<file path="config.mk">
export PLATFORM = sky130hd
export DESIGN_NAME = dmem_loader_flat
export DESIGN_NICKNAME = d
export VERILOG_FILES = /design/src/rtl/riscv_pkg.sv /design/src/rtl/dmem_loader_if.sv /design/src/rtl/dmem_loader_word_serializer.sv /design/src/rtl/dmem_loader.sv /design/src/flat_wrapper.sv
export SDC_FILE = /design/constraint.sdc
export NUM_CORES = 1
export LEC_CHECK = 0
export BUFFER_PORTS_ARGS = -buffer_cell sky130_fd_sc_hd__buf_2
export CAP_MARGIN = 20
export CORE_MARGIN = 1.5
export CORE_UTILIZATION = 25
export CTS_BUF_LIST = sky130_fd_sc_hd__clkbuf_4 sky130_fd_sc_hd__clkbuf_8
export DETAILED_ROUTE_END_ITERATION = 12
export HOLD_SLACK_MARGIN = 0.1
export MAX_ROUTING_LAYER = met4
export PLACE_DENSITY_LB_ADDON = 0.12
export SYNTH_ARGS = -nofsm -noshare
export SYNTH_HDL_FRONTEND = slang
export SYNTH_SLANG_ARGS = --single-unit
</file>
<file path="constraint.sdc">
create_clock -name CLOCK_50 -period 3 [get_ports CLOCK_50]
set_clock_uncertainty 0.05 [all_clocks]
set_input_delay 0.15 -clock CLOCK_50 [delete_from_list [all_inputs] [get_ports CLOCK_50]]
set_output_delay 0.15 -clock CLOCK_50 [all_outputs]
set_load 0.03 [all_outputs]
</file>
<file path="src/rtl/riscv_pkg.sv">
// Shared state encoding, D_Memory layout helpers and byte-order helper for the
// operand loader.
package riscv_pkg;

    typedef enum logic [1:0] {IDLE, LOAD, CLEAR, DONE} state_t;

    localparam int BYTES_PER_WORD = 4;
    localparam int MAT1_BASE      = 0;

    function automatic int mat2_base(input int m, input int n);
        return m * n * BYTES_PER_WORD;
    endfunction

    function automatic int res_base(input int m, input int n, input int n2);
        return (m * n + n * n2) * BYTES_PER_WORD;
    endfunction

    function automatic int res_bytes(input int m, input int n2);
        return m * n2 * BYTES_PER_WORD;
    endfunction

    // Big-endian: byte 0 is the most significant byte of the word.
    function automatic logic [7:0] be_byte(input logic [31:0] w, input logic [1:0] idx);
        case (idx)
            2'd0:    return w[31:24];
            2'd1:    return w[23:16];
            2'd2:    return w[15:8];
            default: return w[7:0];
        endcase
    endfunction

endpackage

</file>
<file path="src/rtl/dmem_loader_if.sv">
// Host word stream into the loader: valid/ready with a WIDTH-bit payload.
interface dmem_loader_if #(parameter int WIDTH = 32);
    logic             s_valid;
    logic [WIDTH-1:0] s_data;
    logic             s_ready;

    modport master (output s_valid, output s_data, input s_ready);
    modport slave  (input s_valid, input s_data, output s_ready);
endinterface

</file>
<file path="src/rtl/dmem_loader_word_serializer.sv">
// Holds one 32-bit word and presents its bytes MSB first, one per cycle.
// The byte to emit at the coming edge is combinational; the caller registers it.
module word_serializer
    import riscv_pkg::*;
(
    input  logic        clk,
    input  logic        rst_n,
    input  logic        load_i,
    input  logic [31:0] word_i,
    output logic        ready_o,
    output logic        emit_o,
    output logic [7:0]  byte_o,
    output logic [1:0]  off_o,
    output logic        last_byte_o
);
    logic [31:0] word_q, word_d;
    logic [1:0]  idx_q, idx_d;
    logic        active_q, active_d;

    // A new word may be taken while the final byte of the current one goes out.
    assign ready_o     = !active_q || (idx_q == 2'd3);
    assign last_byte_o = emit_o && (off_o == 2'd3);

    always_comb begin
        word_d   = word_q;
        idx_d    = idx_q;
        active_d = active_q;
        emit_o   = 1'b0;
        byte_o   = 8'h00;
        off_o    = 2'd0;
        if (load_i) begin
            word_d   = word_i;
            idx_d    = 2'd0;
            active_d = 1'b1;
            emit_o   = 1'b1;
            byte_o   = be_byte(word_i, 2'd0);
        end else if (active_q && idx_q != 2'd3) begin
            idx_d  = idx_q + 2'd1;
            emit_o = 1'b1;
            off_o  = idx_d;
            byte_o = be_byte(word_q, idx_d);
        end else begin
            active_d = 1'b0;
        end
    end

    always_ff @(posedge clk) begin
        if (!rst_n) begin
            word_q   <= '0;
            idx_q    <= '0;
            active_q <= 1'b0;
        end else begin
            word_q   <= word_d;
            idx_q    <= idx_d;
            active_q <= active_d;
        end
    end

endmodule

</file>
<file path="src/rtl/dmem_loader.sv">
// Streams operand words into D_Memory byte-by-byte (big-endian), zero-fills the
// result region, then releases the CPU from reset.
module dmem_loader
    import riscv_pkg::*;
#(
    parameter int M      = 3,
    parameter int N      = 3,
    parameter int N2     = 2,
    parameter int WIDTH  = 32,
    parameter int ADDR_W = 8
) (
    input  logic              CLOCK_50,
    input  logic              reset_n,
    input  logic              start,
    dmem_loader_if.slave      s_if,
    output logic              mem_we,
    output logic [ADDR_W-1:0] mem_addr,
    output logic [7:0]        mem_wdata,
    output logic              cpu_rst_n,
    output logic              load_done,
    output logic [7:0]        words_loaded
);
    localparam int          TOTAL     = M * N + N * N2;
    localparam int          RES_BASE  = res_base(M, N, N2);
    localparam int          RES_BYTES = res_bytes(M, N2);
    localparam logic [7:0]  TOTAL_W   = 8'(TOTAL);
    localparam logic [ADDR_W-1:0] RES_BASE_A = ADDR_W'(RES_BASE);
    localparam logic [ADDR_W-1:0] RES_LAST   = ADDR_W'(RES_BYTES - 1);

    state_t            state_q, state_d;
    logic [7:0]        words_q, words_d;
    logic [ADDR_W-1:0] base_q, base_d;
    logic [ADDR_W-1:0] clr_q, clr_d;
    logic              we_q, we_d;
    logic [ADDR_W-1:0] addr_q, addr_d;
    logic [7:0]        wdata_q, wdata_d;
    logic              done_q, done_d;

    logic              ser_ready, ser_emit, ser_last, xfer;
    logic [7:0]        ser_byte;
    logic [1:0]        ser_off;
    logic [ADDR_W-1:0] word_addr;

    assign s_if.s_ready = (state_q == LOAD) && ser_ready && (words_q < TOTAL_W);
    assign xfer         = s_if.s_valid && s_if.s_ready;
    assign word_addr    = ADDR_W'({words_q, 2'b00});

    word_serializer u_ser (
        .clk         (CLOCK_50),
        .rst_n       (reset_n),
        .load_i      (xfer),
        .word_i      (s_if.s_data[WIDTH-1:WIDTH-32]),
        .ready_o     (ser_ready),
        .emit_o      (ser_emit),
        .byte_o      (ser_byte),
        .off_o       (ser_off),
        .last_byte_o (ser_last)
    );

    always_comb begin
        state_d = state_q;
        words_d = words_q;
        base_d  = base_q;
        clr_d   = clr_q;
        we_d    = 1'b0;
        addr_d  = addr_q;
        wdata_d = wdata_q;
        unique case (state_q)
            IDLE, DONE: begin
                if (start) begin
                    state_d = LOAD;
                    words_d = 8'd0;
                end
            end
            LOAD: begin
                if (xfer) begin
                    words_d = words_q + 8'd1;
                    base_d  = word_addr;
                end
                if (ser_emit) begin
                    we_d    = 1'b1;
                    wdata_d = ser_byte;
                    addr_d  = (xfer ? word_addr : base_q) | ADDR_W'(ser_off);
                end
                // words_q already counts the final word by the time its last byte leaves
                if (ser_last && words_q == TOTAL_W) begin
                    state_d = CLEAR;
                    clr_d   = '0;
                end
            end
            CLEAR: begin
                we_d    = 1'b1;
                wdata_d = 8'h00;
                addr_d  = RES_BASE_A + clr_q;
                clr_d   = clr_q + ADDR_W'(1);
                if (clr_q == RES_LAST) state_d = DONE;
            end
        endcase
        // Asserted one cycle after entering DONE so the last clear byte lands first.
        done_d = (state_q == DONE) && (state_d == DONE);
    end

    always_ff @(posedge CLOCK_50) begin
        if (!reset_n) begin
            state_q <= IDLE;
            words_q <= '0;
            base_q  <= '0;
            clr_q   <= '0;
            we_q    <= 1'b0;
            addr_q  <= '0;
            wdata_q <= '0;
            done_q  <= 1'b0;
        end else begin
            state_q <= state_d;
            words_q <= words_d;
            base_q  <= base_d;
            clr_q   <= clr_d;
            we_q    <= we_d;
            addr_q  <= addr_d;
            wdata_q <= wdata_d;
            done_q  <= done_d;
        end
    end

    assign mem_we       = we_q;
    assign mem_addr     = addr_q;
    assign mem_wdata    = wdata_q;
    assign cpu_rst_n    = done_q;
    assign load_done    = done_q;
    assign words_loaded = words_q;

endmodule

</file>
<file path="src/flat_wrapper.sv">
// flat-port wrapper written by rule: the top's interface ports become plain ports
module dmem_loader_flat import riscv_pkg::*;
#(
    parameter int M      = 3,
    parameter int N      = 3,
    parameter int N2     = 2,
    parameter int WIDTH  = 32,
    parameter int ADDR_W = 8
)
  (CLOCK_50, reset_n, start, mem_we, mem_addr, mem_wdata, cpu_rst_n, load_done, words_loaded, s_if_s_valid, s_if_s_data, s_if_s_ready);
  dmem_loader_if #(.WIDTH(WIDTH)) s_if_i ();
  input  logic CLOCK_50;
  input  logic reset_n;
  input  logic start;
  output logic mem_we;
  output logic [ADDR_W-1:0] mem_addr;
  output logic [7:0] mem_wdata;
  output logic cpu_rst_n;
  output logic load_done;
  output logic [7:0] words_loaded;
  input wire logic [$bits(s_if_i.s_valid)-1:0] s_if_s_valid;
  input wire logic [$bits(s_if_i.s_data)-1:0] s_if_s_data;
  output wire logic [$bits(s_if_i.s_ready)-1:0] s_if_s_ready;
  assign s_if_i.s_valid = s_if_s_valid;
  assign s_if_i.s_data = s_if_s_data;
  assign s_if_s_ready = s_if_i.s_ready;
  dmem_loader #(.M(M), .N(N), .N2(N2), .WIDTH(WIDTH), .ADDR_W(ADDR_W)) u_core (.CLOCK_50(CLOCK_50), .reset_n(reset_n), .start(start), .s_if(s_if_i), .mem_we(mem_we), .mem_addr(mem_addr), .mem_wdata(mem_wdata), .cpu_rst_n(cpu_rst_n), .load_done(load_done), .words_loaded(words_loaded));
endmodule
</file>
**Yosys cells after proc, flatten, opt, wreduce, memory -nomap -nowiden**

Cells that the tools add are included.

- Add/sub/neg operators: 4
- Order comparisons: 1
- Equal/unequal tests: 16
- Multiplexer cells: 25
- Bitwise operators: 2
- Reduce and logical (&&, ||, !) cells: 18

Operators with widths:

| cell | number |
|---|---|
| $mux 8 | 8 |
| $pmux 8 s2 | 4 |
| $pmux 8 s3 | 1 |
| $add 8x1->8 const B | 2 |
| $eq 2x2->1 const B | 6 |
| $ne 2x2->1 const B | 6 |
| $mux 2 | 5 |
| $add 6x8->8 const A | 1 |
| $eq 8x4->1 const B | 1 |
| $eq 8x5->1 const B | 1 |
| $lt 8x4->1 const B | 1 |
| $or 8x2->8 | 1 |
| $logic_and 1x1->1 | 7 |
| $pmux 2 s3 | 1 |
| $mux 1 | 5 |
| $eq 2x1->1 const B | 2 |
| $logic_not 2->1 | 2 |
| $reduce_and 2->1 | 2 |
| $reduce_bool 2->1 | 2 |
| $reduce_or 2->1 | 2 |
| $reduce_and 3->1 | 1 |
| $add 2x1->2 const B | 1 |
| $pmux 1 s2 | 1 |
| $logic_not 1->1 | 1 |
| other kinds (2) | 2 |

- Register bits after elaboration: 79
- Word-level logic and storage cells: 77

**Depth between registers and ports, before layout**

Gate-level depths: netlist (run 1).

- Word-level depth: 13
- Gate-level depth with buffers: 8
- Gate-level depth less buffers: 6

**Modules after synthesis**

Synthesis (run 1) repeated with hierarchy kept, for this count alone.

- Cell total of the unflattened synthesis: 406
- Area, all modules: 3786.1 um^2

By module, submodules not included:

| module | instances | cells each | area each (um^2) | sequential area each (um^2) |
|---|---|---|---|---|
| dmem_loader | 1 | 241 | 2070.7 | 880.8 |
| word_serializer | 1 | 165 | 1715.4 | 700.7 |

**Worst setup path after synthesis (run 1)**

OpenSTA, ideal clock, no wires.

- Kind: register to output
- Start: reg u_core.words_q[0], in the netlist u_core.words_loaded[0]
- End: out s_if_s_ready
- Arrival time: 2082 ps
- Required time: 2800 ps
- Path slack: 718 ps
- Cell stages (with the launch flop): 5
- Cell sequence: dfxtp_1 > ha_1 > and3_1 > clkbuf_1 > nor4_1

- Word-level cells in the longest chain between the ends: 2

Ends and longest elaborated chain:

| what | RTL line | text |
|---|---|---|
| from (decl) | dmem_loader.sv:31 | `logic [7:0] words_q, words_d;` |
| from (signal assigned) | dmem_loader.sv:115 | `words_q <= words_d;` |
| $lt 8x4->1 | dmem_loader.sv:44 | `assign s_if.s_ready = (state_q == LOAD) && ser_ready && (words_q < TOTAL_W);` |
| $logic_and 1x1->1 | dmem_loader.sv:44 |  |
| to (decl) | flat_wrapper.sv:23 | `output wire logic [$bits(s_if_i.s_ready)-1:0] s_if_s_ready;` |

Every way passes these cells.

**Final worst setup path (run 1)**

- Start: reg u_core.u_ser.idx_q[0]
- End: reg u_core.clr_q[5]

- Word-level cells in the longest chain between the ends: 11

Ends and longest elaborated chain:

| what | RTL line | text |
|---|---|---|
| from (decl) | dmem_loader_word_serializer.sv:17 | `logic [1:0] idx_q, idx_d;` |
| from (signal assigned) | dmem_loader_word_serializer.sv:54 | `idx_q <= idx_d;` |
| $eq 2x2->1 | dmem_loader_word_serializer.sv:21 | `assign ready_o = !active_q \|\| (idx_q == 2'd3);` |
| $logic_or 1x1->1 | dmem_loader_word_serializer.sv:21 |  |
| $logic_and 1x1->1 (2 in series) | dmem_loader.sv:44 |  |
| $logic_and 1x1->1 | dmem_loader.sv:45 | `assign xfer = s_if.s_valid && s_if.s_ready;` |
| $mux 2 | dmem_loader_word_serializer.sv:31 | `if (load_i) begin` |
| $eq 2x2->1 | dmem_loader_word_serializer.sv:22 | `assign last_byte_o = emit_o && (off_o == 2'd3);` |
| $logic_and 1x1->1 * | dmem_loader_word_serializer.sv:22 |  |
| $logic_and 1x1->1 * | dmem_loader.sv:86 | `if (ser_last && words_q == TOTAL_W) begin` |
| $ne 2x2->1 (no line) * | -- |  |
| $reduce_and 2->1 (no line) * | -- |  |
| to (signal assigned) | dmem_loader.sv:117 | `clr_q <= clr_d;` |
| to (decl) | dmem_loader.sv:33 | `logic [ADDR_W-1:0] clr_q, clr_d;` |

Every way passes the cells marked *; elsewhere a longest branch is shown, timed or not.
A chain may end at the register's enable or synchronous reset.

==> results.cfg, run 1 <==
[power]
power.switching_w = 0.000962
p_int_w = 0.00190
switching_share = 0.336
cellPowerDensity_nw_per_um2 = 614
p_leak_nw = 1.80
clkPwrFrac = 0.324
power_frac_seq = 0.422
comb_power_share = 0.254
vdd_drop_max_mv = 0.211

[logic_synthesis]
synth.net_count = 477
ys.flop_type = dfxtp_1
synth_top_area_cell = dfxtp_1
yosys_register_bits = 79
netlist_instances = 428
synth_fa_ha_area_frac = 0.0448
yosys_warnings = 0
ys_seq_area_frac = 0.435
avgSynthCellArea_um2 = 8.49
async_reset_ff_frac = 0
synth_top_area_frac = 0.435
synth-compound-area-share = 0.206
synthTopCellsByArea = dfxtp_1 44%, nand2_1 10%, a21oi_1 6.3%
synth_top_family_by_area = simple AND/OR/NAND/NOR gates
netlist_area_um2 = 3630
synth_commonest_cells = 98 x nand2_1, 79 x dfxtp_1, 46 x a21oi_1
synth_edf_count = 0
synth_most_common_cell = nand2_1
synthMuxAreaShare = 0.0275
synth-simple-area-share = 0.228
synth_xor_area_frac = 0.0120
synth_cell_types = 53

[route]
dr.first_iter.drc_count = 272
via_per_inst = 4.76
totalWireLength_um = 11100
wl_per_cell_um = 15.9
final_antenna_net_count = 0
num_vias = 3322
drt_first_pass_iters = 5
drc_errors = 0

[flow_run]
drv_cap = 0

[grt]
grt_pass1_vias = 3239
grt_start_max_net_pins = 42
overflow = 0
grt_usage = 0.157
grt_antenna_before_repair = 0
grt_first_pass_wirelength_um = 17400

[placement]
gp_congestion = 0.786
dpl_cell_area_um2 = 4120
placement.io_buffers = 63
dp_hpwl_um = 7720

[setup_path]
critPathSlowestCell = dfxtp_1
crit_fanout = 8
critPathLaunchType = register
crit_arrival_ps = 2780
slowest_delay_ps = 480
criticalPathCategory = reg -> reg
worst_r2r_path_depth = 7
cp_num_buf_inv = 2
endpoint_kind = register
required_ps = 3250
path_cells = inv_1, ha_1, nor4bb_1, buf_4, nand4_1, a211oi_1, mux2i_1
rr_startpoint = u_core.u_ser.idx_q[0]
r2r_slack_ps = 470
r2r-end = u_core.clr_q[5]
crit_family = simple AND/OR/NAND/NOR gates

[cts]
clkTransAtPathRegs_ps = 80
cts-root-buf = clkbuf_8
cts_tree = yes
clockBufferDepth = 2
cts_resized = 0
clkLatencyLatePin_ps = 370
cts-htree-levels = 3
clock_sinks = 79
cts_setup_buffers = 0
cts_buffers = 9

[min_path]
hold_end = u_core.words_loaded[1]
hp-class = in -> reg
holdCritStartpoint = start
worstHoldPathCells = 4

[timing]
period_needed_ps = 2530
setup-violations-final = 0
rsz0062_at_grt = no
maxClockFrequency_mhz = 395
slew_headroom = 0.542
min_period_over_period = 0.844
hold_ws_ps = 127
worstMarginPinSlew_ps = 681
fin_setup_tns_ps = 0
hold_viol_final = 0
slew_violations = 0

[floorplan]
core_region_area_um2 = 14000
num_rows = 43
ios = 64
initial_utilization = 0.259
fp.dieArea_um2 = 15300
die_w_um = 124
fp.dieH_um = 124

[cells_and_area]
drive_gt1_frac = 0.180
n_antenna_cell = 0
fin_nets = 562
syn_to_final_growth_pct = 28.4
final_area_um2 = 4670
final_core_util = 0.332

[run_status]
status = finished clean
==> kinds of logic (layout without fill, tap and decap cells) <==
| logic type | after synthesis | in the layout |
|---|---|---|
| AO/OA/AOI/OAI | 107 | 107 |
| XOR/XNOR | 5 | 5 |
| adder cells (fa/ha/maj) | 13 | 13 |
| buffers and inverters | 40 | 130 |
| flip-flops | 79 | 79 |
| multiplexers | 10 | 10 |
| AND/OR/NAND/NOR | 174 | 174 |
==> what timing repair did <==
| item | 4_1_cts | 5_1_grt |
|---|---|---|
| hold buffers | 32 | 0 |
| endpoints found under the hold margin | 40 | 0 |
| setup endpoints to repair | 0 | 0 |
==> power groups by stage <==
stage	clock [W]	sequential, W	combinational [W]
6_report	0.000928	0.00121	0.000728
5_1_grt	0.000994	0.00122	0.000812
4_1_cts	0.000955	0.00121	0.000736
3_5_place_dp	0	0.00123	0.000701
3_3_place_gp	0	0.00123	0.000694
2_1_floorplan	0	0.00126	0.000442
==> worst max-delay path by stage <==
stage,start,endpoint,slack [ps],cells after the start
2_1_floorplan,u_core.words_loaded[0],s_if_s_ready,720,4
3_3_place_gp,u_core.u_ser.idx_q[0],u_core.clr_q[5],550,7
3_5_place_dp,u_core.u_ser.idx_q[0],u_core.clr_q[5],520,7
4_1_cts,u_core.u_ser.idx_q[0],u_core.clr_q[5],470,7
5_1_grt,u_core.u_ser.idx_q[0],u_core.clr_q[5],320,7
6_report,u_core.u_ser.idx_q[0],u_core.clr_q[5],470,7
==> metrics by stage <==
step	setup slack, ps	total power (W)	instances
global route	322	0.00303	698
finish	468	0.00286	698
floorplan	718	0.00171	428
CTS	473	0.00290	698
detailed placement	522	0.00194	650
global placement	549	0.00193	650
==> sequential cells by signal, indices dropped and copies added (netlist names) <==
signal / flops
u_core.base_q: 8
u_core.clr_q: 8
u_core.cpu_rst_n: 1
u_core.mem_addr: 8
u_core.mem_wdata: 8
u_core.mem_we: 1
u_core.state_q: 2
u_core.u_ser.active_q: 1
u_core.u_ser.idx_q: 2
u_core.u_ser.word_q: 32
u_core.words_loaded: 8
==> cell type report <==
| type | count | area (µm²) |
|---|---|---|
| tap | 180 | 225 |
| timing repair buffer | 103 | 708 |
| fill | 1491 | 9370 |
| multi-input combinational | 309 | 1890 |
| sequential | 79 | 1580 |
| clock buffer | 11 | 145 |
| inverter | 11 | 41.3 |
| clock inverter | 5 | 81.3 |
==> cells in the final DEF (no fill, tap or decap), types with 3 or more instances in the layout <==
cell type | synthesis | final
a211oi_1 | 3 | 3
a21oi_1 | 46 | 46
a221o_1 | 8 | 8
a222oi_1 | 8 | 8
a311oi_1 | 3 | 3
a31oi_1 | 4 | 4
and2_1 | 7 | 7
and3_1 | 8 | 8
buf_2 | 5 | 63
buf_4 | 1 | 7
clkbuf_8 | 0 | 10
dfxtp_1 | 79 | 79
dlygate4sd3_1 | 0 | 32
ha_1 | 13 | 13
inv_1 | 10 | 10
mux2i_1 | 10 | 10
nand2_1 | 98 | 98
nand2b_1 | 5 | 5
nand3_1 | 9 | 9
nand4_1 | 8 | 8
nor2_1 | 17 | 17
nor2b_1 | 5 | 5
o21a_1 | 9 | 9
o21ai_0 | 6 | 6
o221ai_1 | 4 | 4
or4_1 | 3 | 3
xnor2_1 | 3 | 3
==> routing by layer <==
layer | global-route usage | part of all wire | vias up
met5 | - | 0 | -
met4 | 0.0453 | 0.012 | 0
met3 | 0.0343 | 0.032 | 8
met2 | 0.254 | 0.47 | 53
met1 | 0.196 | 0.49 | 1563
li1 | - | - | 1698
==> worst min-delay path: cells and delay by family <==
| kind | cells | cell delay (ps) |
|---|---|---|
| AO/OA/AOI/OAI | 1 | 50 |
| AND/OR/NAND/NOR | 2 | 190 |
| buffers and inverters | 1 | 110 |
(Power assumes the default switching activity.)
==> inputs of run 2 (changes only) <==
clock period = 2.6 ns   (was 3 ns; I/O delays follow)
==> run 2 against run 1 <==
Worst hold slack better by 44 ps; via count up 1.9%; register-to-register slack worse by 160 ps.
==> results.cfg, run 2 (synthesis gave the netlist of run 1 again) <==
[timing]
slew_violations = 0
worstMarginPinSlew_ps = 592
period_needed_ps = 2300
hold_viol_final = 0
fin_setup_tns_ps = 0
worst_slack_ps = 304
min_period_over_period = 0.883
hold_ws_ps = 171
rsz0062_at_grt = no
slew_headroom = 0.600
maxClockFrequency_mhz = 435
setup-violations-final = 0

[setup_path]
r2r-end = u_core.clr_q[7]
r2r_slack_ps = 300
crit_fanout = 8
critPathSlowestCell = dfxtp_2
required_ps = 2850
path_cells = inv_1, ha_1, nor4bb_1, buf_4, nand4_1, a211oi_1, mux2i_1
slowest_delay_ps = 430
crit_arrival_ps = 2550
worst_r2r_path_depth = 7
critPathLaunchType = register
endpoint_kind = register
criticalPathCategory = reg -> reg
rr_startpoint = u_core.u_ser.idx_q[0]

[cts]
clkLatencyLatePin_ps = 380
cts_tree = yes
clkTransAtPathRegs_ps = 90
cts-htree-levels = 3
clock_sinks = 79
cts_buffers = 9
clockBufferDepth = 2
cts-root-buf = clkbuf_8

[route]
totalWireLength_um = 11300
num_vias = 3385
drc_errors = 0
wl_per_cell_um = 16.1
final_antenna_net_count = 0
drt_first_pass_iters = 5
dr.first_iter.drc_count = 239
via_per_inst = 4.82

[min_path]
hp-class = in -> reg
worstHoldPathCells = 2
hold_end = u_core.clr_q[1]
holdCritStartpoint = reset_n

[cells_and_area]
final_common_cell = nand2_1
drive_gt1_frac = 0.186
n_antenna_cell = 0
seq_area_um2 = 1580
final_cell_mix = 98 x nand2_1, 78 x dfxtp_1, 63 x buf_2
fin_nets = 566
multiInputGateArea_um2 = 1890
syn_to_final_growth_pct = 28.1
final.fill_count = 1480
final_core_util = 0.332
top_register = u_core.u_ser.word_q
largest_reg_flops = 32

[placement]
placement.io_buffers = 63
pre_cts_slack_ps = 237
dp_hpwl_um = 7870
gp_congestion = 0.808

[floorplan]
fp.dieArea_um2 = 15300
num_rows = 43
core_region_area_um2 = 14000
initial_utilization = 0.259
ios = 64
fp.dieH_um = 124
die_w_um = 124

[grt]
grt_antenna_before_repair = 0
overflow = 0
grt_pass1_vias = 3253
grt_start_max_net_pins = 45
grt_usage = 0.161
grt_first_pass_wirelength_um = 17900

[power]
cellPowerDensity_nw_per_um2 = 673
p_leak_nw = 1.79
vdd_drop_max_mv = 0.234

[flow_run]
drv_cap = 0

[run_status]
status = finished clean
## run 2: final cells by class
class / count / share of cell area
Timing Repair Buffer: 107 / 0.159
Multi-Input combinational cell: 309 / 0.405
Clock buffer: 9 / 0.0266
Tap cell: 180 / 0.0484
Inverter: 11 / 0.00887
Sequential cell: 79 / 0.340
Clock inverter: 7 / 0.0124
## run 2: critical path: cells and delay by family, from the launching register on
family	cells	cell delay, ps
AOI/OAI and AO/OA	1	370
adders and majority gates	1	340
DFF	1	430
muxes	1	200
buffers and inverters	2	260
and+or+nand+nor	2	560
## run 2: per-layer routing
metal,up-vias,share of wire,track usage
li1,1700,-,-
met1,1614,0.48,0.211
met2,62,0.47,0.246
met3,9,0.041,0.0421
met4,0,0.010,0.0438
met5,-,0,-
## run 2: power by group
part | switching, W | leakage [nW] | internal (W) | total, W
combinational | 0.000543 | 1.06 | 0.000315 | 0.000857
clock | 0.000519 | 0.0877 | 0.000358 | 0.000876
sequential | 0.0000845 | 0.640 | 0.00132 | 0.00140
total | 0.00115 | 1.79 | 0.00199 | 0.00313
## run 2: how the worst max path moves through the flow
| stage | start | end | slack [ps] | cells after the start |
|---|---|---|---|---|
| after global routing | u_core.u_ser.idx_q[0] | u_core.clr_q[5] | 100 | 7 |
| after global placement | u_core.u_ser.idx_q[0] | u_core.clr_q[5] | 250 | 7 |
| final | u_core.u_ser.idx_q[0] | u_core.clr_q[7] | 300 | 7 |
| after detailed placement | u_core.u_ser.idx_q[0] | u_core.clr_q[5] | 240 | 7 |
| after CTS | u_core.u_ser.idx_q[0] | u_core.clr_q[5] | 180 | 7 |
| after floorplan | u_core.words_loaded[0] | s_if_s_ready | 340 | 4 |
## run 2: per-stage QoR
stage,instance area (µm²),instances,power (W)
floorplan,3630,428,0.00197
global placement,4140,653,0.00224
detailed placement,4140,653,0.00225
CTS,4660,702,0.00319
global route,4660,702,0.00333
finish,4660,702,0.00313
## run 2: what timing repair did
| action | 4_1_cts | 5_1_grt |
|---|---|---|
| hold endpoints to repair | 45 | 0 |
| setup buffers | 0 | 0 |
| resized for setup | 0 | 1 |
| endpoints found under the setup margin | 0 | 3 |
| hold buffers | 33 | 0 |
